==> src/rtl/lane_arbiter_2x1.sv <==
// lane_arbiter_2x1
//
// Round-robin arbiter and flow-control sequencer between two 8-bit lane FIFOs
// and a single destination FIFO, in the clk_4f domain. It pops one lane per
// cycle, alternating on contention, and pushes the returned word two cycles
// later. The destination's almost-full flag blocks new pops. The FIFO
// thresholds are latched while in INIT and broadcast to all FIFOs.
//
// Ports
//   clk_4f           in   1  clock, all state on posedge
//   reset            in   1  synchronous active-high reset
//   init             in   1  request INIT (threshold load), beats data
//   thr_full_in      in   3  almost-full threshold, latched in INIT
//   thr_empty_in     in   3  almost-empty threshold, latched in INIT
//   empty_0/1        in   1  lane FIFO empty flags
//   data_0/1         in   8  lane FIFO read data, valid the cycle after pop
//   almost_full_out  in   1  destination FIFO almost-full
//   pop_0/1          out  1  lane pop strobes (combinational, one-hot or zero)
//   push_out         out  1  destination push strobe (registered)
//   data_out         out  8  destination write data (registered)
//   thr_full/empty   out  3  latched thresholds
//   state            out  2  RESET=0, INIT=1, IDLE=2, ACTIVE=3
//   idle_out         out  1  state is IDLE
module lane_arbiter_2x1 (
  input  logic       clk_4f,
  input  logic       reset,
  input  logic       init,
  input  logic [2:0] thr_full_in,
  input  logic [2:0] thr_empty_in,
  input  logic       empty_0,
  input  logic       empty_1,
  input  logic [7:0] data_0,
  input  logic [7:0] data_1,
  input  logic       almost_full_out,
  output logic       pop_0,
  output logic       pop_1,
  output logic       push_out,
  output logic [7:0] data_out,
  output logic [2:0] thr_full,
  output logic [2:0] thr_empty,
  output logic [1:0] state,
  output logic       idle_out
);

  typedef enum logic [1:0] {
    StReset  = 2'd0,
    StInit   = 2'd1,
    StIdle   = 2'd2,
    StActive = 2'd3
  } state_e;

  state_e     state_q, state_d;
  logic       last_grant_q, last_grant_d;
  logic       pipe_vld_q;  // a pop happened last cycle; its data is on data_x now
  logic       pipe_sel_q;  // lane of that pop
  logic       push_q;
  logic [7:0] data_q;
  logic [2:0] thr_full_q, thr_empty_q;

  logic any_ready;
  logic grant;
  logic grant_sel;

  assign any_ready = ~empty_0 | ~empty_1;

  // Next-state logic; init takes priority over pending data.
  always_comb begin
    state_d = state_q;
    unique case (state_q)
      StReset:  state_d = StInit;
      StInit:   state_d = init ? StInit : StIdle;
      StIdle:   state_d = init ? StInit : (any_ready ? StActive : StIdle);
      StActive: state_d = init ? StInit : (any_ready ? StActive : StIdle);
      default:  state_d = StReset;
    endcase
  end

  // Grant and lane selection. Lane 1 is chosen when contention favours it or
  // when lane 0 has nothing to give.
  always_comb begin
    grant        = (state_q == StActive) & ~almost_full_out & ~init & ~reset & any_ready;
    grant_sel    = (~empty_0 & ~empty_1) ? ~last_grant_q : empty_0;
    pop_0        = grant & ~grant_sel;
    pop_1        = grant & grant_sel;
    last_grant_d = grant ? grant_sel : last_grant_q;
  end

  always_ff @(posedge clk_4f) begin
    if (reset) begin
      state_q      <= StReset;
      last_grant_q <= 1'b1;  // lane 0 wins the first contention
      pipe_vld_q   <= 1'b0;
      pipe_sel_q   <= 1'b0;
      push_q       <= 1'b0;
      data_q       <= 8'h00;
      thr_full_q   <= 3'd0;
      thr_empty_q  <= 3'd0;
    end else begin
      state_q      <= state_d;
      last_grant_q <= last_grant_d;
      pipe_vld_q   <= grant;
      pipe_sel_q   <= grant_sel;
      // The pipeline drains regardless of state so words popped before an
      // INIT request still reach the destination.
      push_q       <= pipe_vld_q;
      if (pipe_vld_q) begin
        data_q <= pipe_sel_q ? data_1 : data_0;
      end
      if (state_q == StInit) begin
        thr_full_q  <= thr_full_in;
        thr_empty_q <= thr_empty_in;
      end
    end
  end

  assign push_out  = push_q;
  assign data_out  = data_q;
  assign thr_full  = thr_full_q;
  assign thr_empty = thr_empty_q;
  assign state     = state_q;
  assign idle_out  = (state_q == StIdle);

endmodule

==> config.mk <==
export PLATFORM = sky130hd
export DESIGN_NAME = lane_arbiter_2x1
export DESIGN_NICKNAME = d
export VERILOG_FILES = /design/src/rtl/lane_arbiter_2x1.sv
export SDC_FILE = /design/constraint.sdc
export NUM_CORES = 1
export LEC_CHECK = 0
export CAP_MARGIN = 10
export CORE_ASPECT_RATIO = 2
export CORE_UTILIZATION = 30
export DETAILED_ROUTE_END_ITERATION = 12
export DONT_BUFFER_PORTS = 1
export PLACE_DENSITY = 0.42
export REMOVE_ABC_BUFFERS = 1
export SLEW_MARGIN = 20
export SYNTH_ARGS = -nofsm -noshare
export SYNTH_HDL_FRONTEND = slang
export SYNTH_SLANG_ARGS = --single-unit
==> constraint.sdc <==
create_clock -name clk_4f -period 2.4 [get_ports clk_4f]
set_clock_uncertainty 0.15 [all_clocks]
set_input_delay 0.36 -clock clk_4f [delete_from_list [all_inputs] [get_ports clk_4f]]
set_output_delay 0.36 -clock clk_4f [all_outputs]
set_load 0.02 [all_outputs]
==> impl_metrics.toml, run 1 <==
[die]
die_w_um = 38.4
rows = 26
die_h_um = 74.9
initial_utilization_pct = 31.4
placeableCoreArea_um2 = 2540
fp.dieArea_um2 = 2880
top_level_ports = 48

[clock_network]
cts_hold_buf = 0
cts_root_buf = "clkbuf_8"
cts_resized = 0
cts_tree = "built"
cts.sinks = 20
cts_buffers = 3
postCtsSetupBuffers = 0
clk-insertion-delay-late_ps = 250
h-tree-depth = 1
clkSlewWorstSetupHoldPaths_ps = 70
cts_max_path_buffers = 2

[placement]
dpl.hpwl_um = 1100
pre_cts_ws_ps = 651
place.gp.congestion = 0.584
port_buffers = 0
dp.cells = 105

[timing]
finalCriticalPeriod_ps = 2030
worstMarginPinSlew_ps = 545
rsz0062_at_grt = "no"
setup_slack_ps = 371
finalCritPeriodShare_pct = 84.5
slew_headroom_pct = 63.6
fmax_mhz = 493
maxSlewViolCount = 0
setup_viol = 0
hold_viol_final = 0
setup_tns_ps = 0

[synthesis]
synth_top_area_share_pct = 50.2
ys.flop_type = "dfxtp_1"
synth_cells = 81
async_reset_ff_share_pct = 0
synth_top_cell_by_area = "dfxtp_1"
yosysWarnings = 0
netlist_top_cells_count = "20 x dfxtp_1, 19 x nor2_1, 14 x mux2i_1"
synth-edff-count = 0
synth_area_um2 = 797
ys_seq_area_share_pct = 50.2
yosysMostFrequentCell = "dfxtp_1"
synth_area_leaders = "dfxtp_1 50%, mux2i_1 18%, nor2_1 8.9%, a211oi_1 7.5%, buf_2 2.5%"
ys_ff_latch = 20
avgSynthCellArea_um2 = 9.84
synth_cell_types = 13

[drt]
totalWireLength_um = 1520
drt-initial-drc-count = 12
num_vias = 565
via_per_inst = 5.23
first_pass_iters = 3
wl_per_cell_um = 14.1
antenna_left = 0
drcViolationCount = 0

[finish]
instances_no_fill = 108
antennaDiodeCount = 0
nets = 110
drive_gt1_share_pct = 6.25
area_growth_pct = 7.06
fillers = 273

[critical_path]
critPathCaptureType = "output pin"
crit_chain = "and4bb_1 > nand2b_1 > nor3_1 > buf_4"
cp.arrival_ps = 1520
crit_type = "register to output pin"
cp.required_ps = 1890
timing.critical_path.buf_inv = 1
critPathSlowestCell = "dfxtp_1"
path_max_fanout = 6
cpLargestDelayFamily = "simple AND/OR/NAND/NOR gates"
cp-start-kind = "register"
slowest_delay_ps = 520

[grt]
grt_max_degree = 21
grt_pass1_wl_um = 2040
grt_pass1_vias = 468
antenna_found_initial = 0
gr-total-overflow = 0
track_usage_pct = 10.4

[outcome]
outcome = "complete, no violations"

[pwr]
p_switching_mw = 0.137
peakVddDrop_uv = 377
seqPwrFrac_pct = 60.0
p_per_area_nw_per_um2 = 716
p_clk_share_pct = 34.5
internal-power_mw = 0.474
swShare_pct = 22.5
p_leak_nw = 0.322
comb_power_share_pct = 5.5

[min_path]
hp-class = "input port to register"

[flow_run]
maxCapViolations = 0
-- cell type report --
| type | count | area (µm²) | area share [%] |
|---|---|---|---|
| Clock buffer | 3 | 41.3 | 4.84 |
| Sequential cell | 20 | 400 | 46.9 |
| Multi-Input combinational cell | 55 | 362 | 42.4 |
| Tap cell | 28 | 35.0 | 4.11 |
| Timing Repair Buffer | 2 | 15.0 | 1.76 |
-- cells in the final DEF (no fill, tap or decap) --
cell and instances:
a21oi_1 2, clkbuf_8 3, nor2b_1 3, and4bb_1 1
nand2b_1 3, dfxtp_1 20, nand3_1 1, nor3_1 3
a211oi_1 8, nor2_1 19, a221o_1 1, buf_4 2
mux2i_1 14
-- metal layers --
layer	up-vias	track usage (%)	routed length, µm
met4	0	8.05	22
met2	26	18.5	852
met3	2	2.36	86
met1	256	9.68	558
met5	-	0	0
li1	281	-	-
-- power groups by stage --
stage | sequential, mW | clock, mW | combinational, mW
final | 0.366 | 0.211 | 0.0337
after global routing | 0.368 | 0.234 | 0.0373
after CTS | 0.367 | 0.226 | 0.0345
after detailed placement | 0.374 | 0 | 0.0346
after global placement | 0.374 | 0 | 0.0334
after floorplan | 0.371 | 0 | 0.0307
-- final timing paths --
path / endpoint / slack (ps) / cells past startpoint / from
hold / removal: thr_full[0] / 20 / 1 / reset
setup reg to reg: thr_empty[2] / 920 / 3 / state[1]
hold reg to reg: last_grant_q / 370 / 1 / last_grant_q
setup / recovery: pop_0 / 370 / 4 / state[1]
-- kinds of logic after synthesis --
family / synth area share [%]
AOI/OAI and AO/OA: 10.0
buffers and inverters: 4.40
DFF: 50.2
muxes: 17.6
and+or+nand+nor: 17.7
-- worst reg2reg max path: stages (launching register included) --
cell and delay (ps):
dfxtp_1 520, nand2b_1 410, mux2i_1 240, nor2_1 60
-- state kept, by name, summed over array words and instances (netlist names) --
signal	cells
push_out	1
pipe_sel_q	1
data_out	8
thr_empty	3
state	2
last_grant_q	1
pipe_vld_q	1
thr_full	3
-- per-stage QoR --
| stage | cell area, µm² | total power, mW | hold slack (ps) | utilization, % |
|---|---|---|---|---|
| after floorplan | 762 | 0.402 | 282 | - |
| after global routing | 853 | 0.639 | 6.91 | 33.6 |
| after detailed placement | 812 | 0.409 | 287 | 32.0 |
| after CTS | 853 | 0.627 | 10.2 | 33.6 |
| after global placement | 812 | 0.407 | 285 | 32.0 |
| final | 853 | 0.611 | 20.7 | 33.6 |
Note: power is estimated with default switching activity, not from simulation.
==> run 2: changes to the inputs <==
==> constraint.sdc (replaced) <==
create_clock -name clk_4f -period 2.1 [get_ports clk_4f]
set_clock_uncertainty 0.15 [all_clocks]
set_input_delay 0.315 -clock clk_4f [delete_from_list [all_inputs] [get_ports clk_4f]]
set_output_delay 0.315 -clock clk_4f [all_outputs]
set_load 0.02 [all_outputs]
==> impl_metrics.toml, run 2 (synthesis results as in run 1) <==
[critical_path]
r2r-end = "thr_empty[2]"
reg2reg_depth = 4
cp.arrival_ps = 1510
path_max_fanout = 5
r2r_slack_ps = 670
startpoint = "state[0]"
r2r-start = "state[1]"
slowest_delay_ps = 510
critPathCaptureType = "output pin"
crit_type = "register to output pin"
cp.required_ps = 1630
critPathSlowestCell = "dfxtp_1"
cpLargestDelayFamily = "simple AND/OR/NAND/NOR gates"
crit_chain = "and4bb_1 > nand2b_1 > nor3_1 > buf_4"
cp-start-kind = "register"
timing.critical_path.buf_inv = 1

[outcome]
outcome = "complete, no violations"

[drt]
wl_per_cell_um = 14.1
drt-initial-drc-count = 6
drcViolationCount = 0
num_vias = 597
totalWireLength_um = 1600
antenna_left = 0
first_pass_iters = 2
via_per_inst = 5.24

[grt]
track_usage_pct = 11.4
grt_max_degree = 19
gr-total-overflow = 0
grt_pass1_vias = 544
antenna_found_initial = 0
grt_pass1_wl_um = 2220

[clock_network]
h-tree-depth = 1
postCtsSetupBuffers = 0
clkSlewWorstSetupHoldPaths_ps = 70
cts_max_path_buffers = 2
cts_buffers = 3
clk-insertion-delay-late_ps = 250
cts_resized = 0
cts_root_buf = "clkbuf_8"
cts.sinks = 20
cts_hold_buf = 4
cts_tree = "built"

[die]
rows = 26
die_h_um = 74.9
placeableCoreArea_um2 = 2540
top_level_ports = 48
initial_utilization_pct = 31.4
fp.dieArea_um2 = 2880
die_w_um = 38.4

[finish]
drive_gt1_share_pct = 8.14
largest_reg_flops = 8
area_growth_pct = 14.8
nets = 115
layout_common_cells = "20 x dfxtp_1, 19 x nor2_1, 14 x mux2i_1"
layout_commonest_cell = "dfxtp_1"
antennaDiodeCount = 0

[placement]
dpl.hpwl_um = 1120
port_buffers = 0
place.gp.congestion = 0.565

[timing]
slew_headroom_pct = 55.2
finalCritPeriodShare_pct = 94.1
rsz0062_at_grt = "no"
setup_viol = 0
worstMarginPinSlew_ps = 670
finalCriticalPeriod_ps = 1980
hold_viol_final = 0
setup_tns_ps = 0
fmax_mhz = 506
hold_ws_ps = 18.8
maxSlewViolCount = 0

[min_path]
hp-class = "input port to register"
min_path_cells = 1
whs_endpoint = "last_grant_q"
hold_start = "reset"

[pwr]
p_switching_mw = 0.172
p_leak_nw = 0.351
p_clk_share_pct = 38.1
p_per_area_nw_per_um2 = 829
internal-power_mw = 0.586
peakVddDrop_uv = 378
swShare_pct = 22.7
p_total_mw = 0.758
seqPwrFrac_pct = 54.9
comb_power_share_pct = 7.0

[flow_run]
maxCapViolations = 0
## run 2: layout make-up
class	instances	area [µm²]
tap	28	35.0
clock buffer	4	55.1
fill	260	1620
sequential	20	400
multi-input combinational	55	362
timing repair buffer	7	62.6
## run 2: worst max path at each step
stage,end,slack [ps],cells after the start
after floorplan,pop_0,310,3
after global placement,pop_1,440,4
after detailed placement,pop_0,410,4
after CTS,pop_0,110,4
after global routing,pop_0,10,4
final,pop_0,120,4
## run 2: per-layer routing
metal | share of wire (%) | vias up | routed length, µm | global-route usage (%)
met5 | 0 | - | 0 | 0
met4 | 1.7 | 0 | 28 | 8.05
met3 | 6.0 | 2 | 96 | 2.06
met2 | 59 | 27 | 949 | 22.4
met1 | 33 | 275 | 528 | 9.01
li1 | - | 293 | - | -
## run 2: stage by stage
step / std cells / cell area (µm²) / setup WS, ps / utilization (%)
6_report: 114 / 915 / 124 / 36.0
5_1_grt: 114 / 915 / 14.7 / 36.0
4_1_cts: 114 / 915 / 113 / 36.0
3_5_place_dp: 106 / 820 / 410 / 32.3
3_3_place_gp: 106 / 820 / 435 / 32.3
2_1_floorplan: 75 / 762 / 314 / -
## run 2: power by group through the flow
stage | clock network (mW) | logic (mW) | registers (mW)
floorplan | 0 | 0.0351 | 0.424
global placement | 0 | 0.0417 | 0.425
detailed placement | 0 | 0.0428 | 0.425
CTS | 0.305 | 0.0541 | 0.417
global route | 0.317 | 0.0582 | 0.418
finish | 0.289 | 0.0530 | 0.416
==> run 3: changes to the inputs <==
--- a/config.mk
+++ b/config.mk
@@ -11,6 +11,7 @@
 export DETAILED_ROUTE_END_ITERATION = 12
 export DONT_BUFFER_PORTS = 1
 export PLACE_DENSITY = 0.42
+export RECOVER_POWER = 50
 export REMOVE_ABC_BUFFERS = 1
 export SLEW_MARGIN = 20
 export SYNTH_ARGS = -nofsm -noshare
==> impl_metrics.toml, run 3 (synthesis results as in run 1) <==
[finish]
multiInputGateArea_um2 = 362
register_area_um2 = 400
layout_common_cells = "20 x dfxtp_1, 19 x nor2_1, 14 x mux2i_1"
area_growth_pct = 14.3
drive_gt1_share_pct = 6.98
fillers = 260
largest_reg_flops = 8
instances_no_fill = 114
nets = 115
antennaDiodeCount = 0
layout_commonest_cell = "dfxtp_1"

[die]
placeableCoreArea_um2 = 2540
die_h_um = 74.9
rows = 26
die_w_um = 38.4
top_level_ports = 48
fp.dieArea_um2 = 2880
initial_utilization_pct = 31.4

[timing]
fmax_mhz = 506
setup_tns_ps = 0
maxSlewViolCount = 0
rsz0062_at_grt = "no"
worstMarginPinSlew_ps = 670
finalCriticalPeriod_ps = 1980
setup_viol = 0
slew_headroom_pct = 55.2
hold_viol_final = 0
finalCritPeriodShare_pct = 94.1
setup_slack_ps = 123

[drt]
wl_per_cell_um = 14.0
via_per_inst = 5.24
antenna_left = 0
drcViolationCount = 0
num_vias = 597
first_pass_iters = 2
totalWireLength_um = 1600
drt-initial-drc-count = 6

[critical_path]
reg2reg_depth = 4
slowest_delay_ps = 510
cp.required_ps = 1630
cp.arrival_ps = 1510
crit_chain = "and4bb_1 > nand2b_1 > nor3_1 > buf_4"
r2r-end = "thr_empty[2]"
r2r_slack_ps = 470
crit_type = "register to output pin"
path_max_fanout = 5
r2r-start = "state[1]"
cp-start-kind = "register"
critPathCaptureType = "output pin"
critPathSlowestCell = "dfxtp_1"

[pwr]
peakVddDrop_uv = 378
p_per_area_nw_per_um2 = 832
p_leak_nw = 0.347

[min_path]
hold_start = "reset"
min_path_cells = 1
whs_endpoint = "last_grant_q"
hp-class = "input port to register"

[outcome]
outcome = "complete, no violations"

[grt]
grt_pass1_wl_um = 2220
antenna_found_initial = 0
grt_max_degree = 19
track_usage_pct = 11.4
grt_pass1_vias = 544
gr-total-overflow = 0

[clock_network]
postCtsSetupBuffers = 0
h-tree-depth = 1
cts_resized = 0
cts_hold_buf = 4
cts_max_path_buffers = 2
cts.sinks = 20
cts_buffers = 3
clk-insertion-delay-late_ps = 250
cts_root_buf = "clkbuf_8"
cts_tree = "built"
clkSlewWorstSetupHoldPaths_ps = 70

[flow_run]
maxCapViolations = 0

[placement]
port_buffers = 0
dp.cells = 106
pre_cts_ws_ps = 410
place.gp.congestion = 0.565
dpl.hpwl_um = 1120
-- run 3: layer usage --
layer	global-route usage [%]	wire (µm)	vias to the layer above
met5	0	0	-
met4	8.05	28	0
met3	2.06	96	2
met2	22.4	948	27
met1	9.01	526	275
li1	-	-	293
-- run 3: worst max-delay path: cells and delay by family (launching register included) --
kind                   cells  cell delay [ps]
flip-flops                 1              510
buffers and inverters      1              170
AND/OR/NAND/NOR            3              580
-- run 3: report_power, final --
group	total [mW]	internal (mW)	switching, mW
sequential	0.416	0.392	0.0246
combinational	0.0522	0.0275	0.0248
clock	0.289	0.167	0.123
-- run 3: worst max-delay path by stage --
stage / to / cells past startpoint / slack, ps / start
2_1_floorplan: pop_0 / 3 / 310 / state[1]
3_3_place_gp: pop_1 / 4 / 440 / state[0]
3_5_place_dp: pop_0 / 4 / 410 / state[0]
4_1_cts: pop_0 / 4 / 110 / state[0]
5_1_grt: pop_0 / 4 / 10 / state[0]
6_report: pop_0 / 4 / 120 / state[0]
-- run 3: cell type report --
class	count	share of cell area, %
well taps	28	3.85
repair buffers	7	6.46
multi-input cells	55	39.7
clock buffers	4	6.04
flip-flops and latches	20	44.0
-- run 3: through the flow --
step | instance area [µm²] | utilization [%] | power [mW] | hold slack (ps)
after floorplan | 762 | - | 0.459 | 237
after global placement | 820 | 32.3 | 0.467 | 240
after detailed placement | 820 | 32.3 | 0.468 | 241
after CTS | 915 | 36.0 | 0.775 | 8.55
after global routing | 911 | 35.9 | 0.792 | 5.57
final | 911 | 35.9 | 0.758 | 18.4
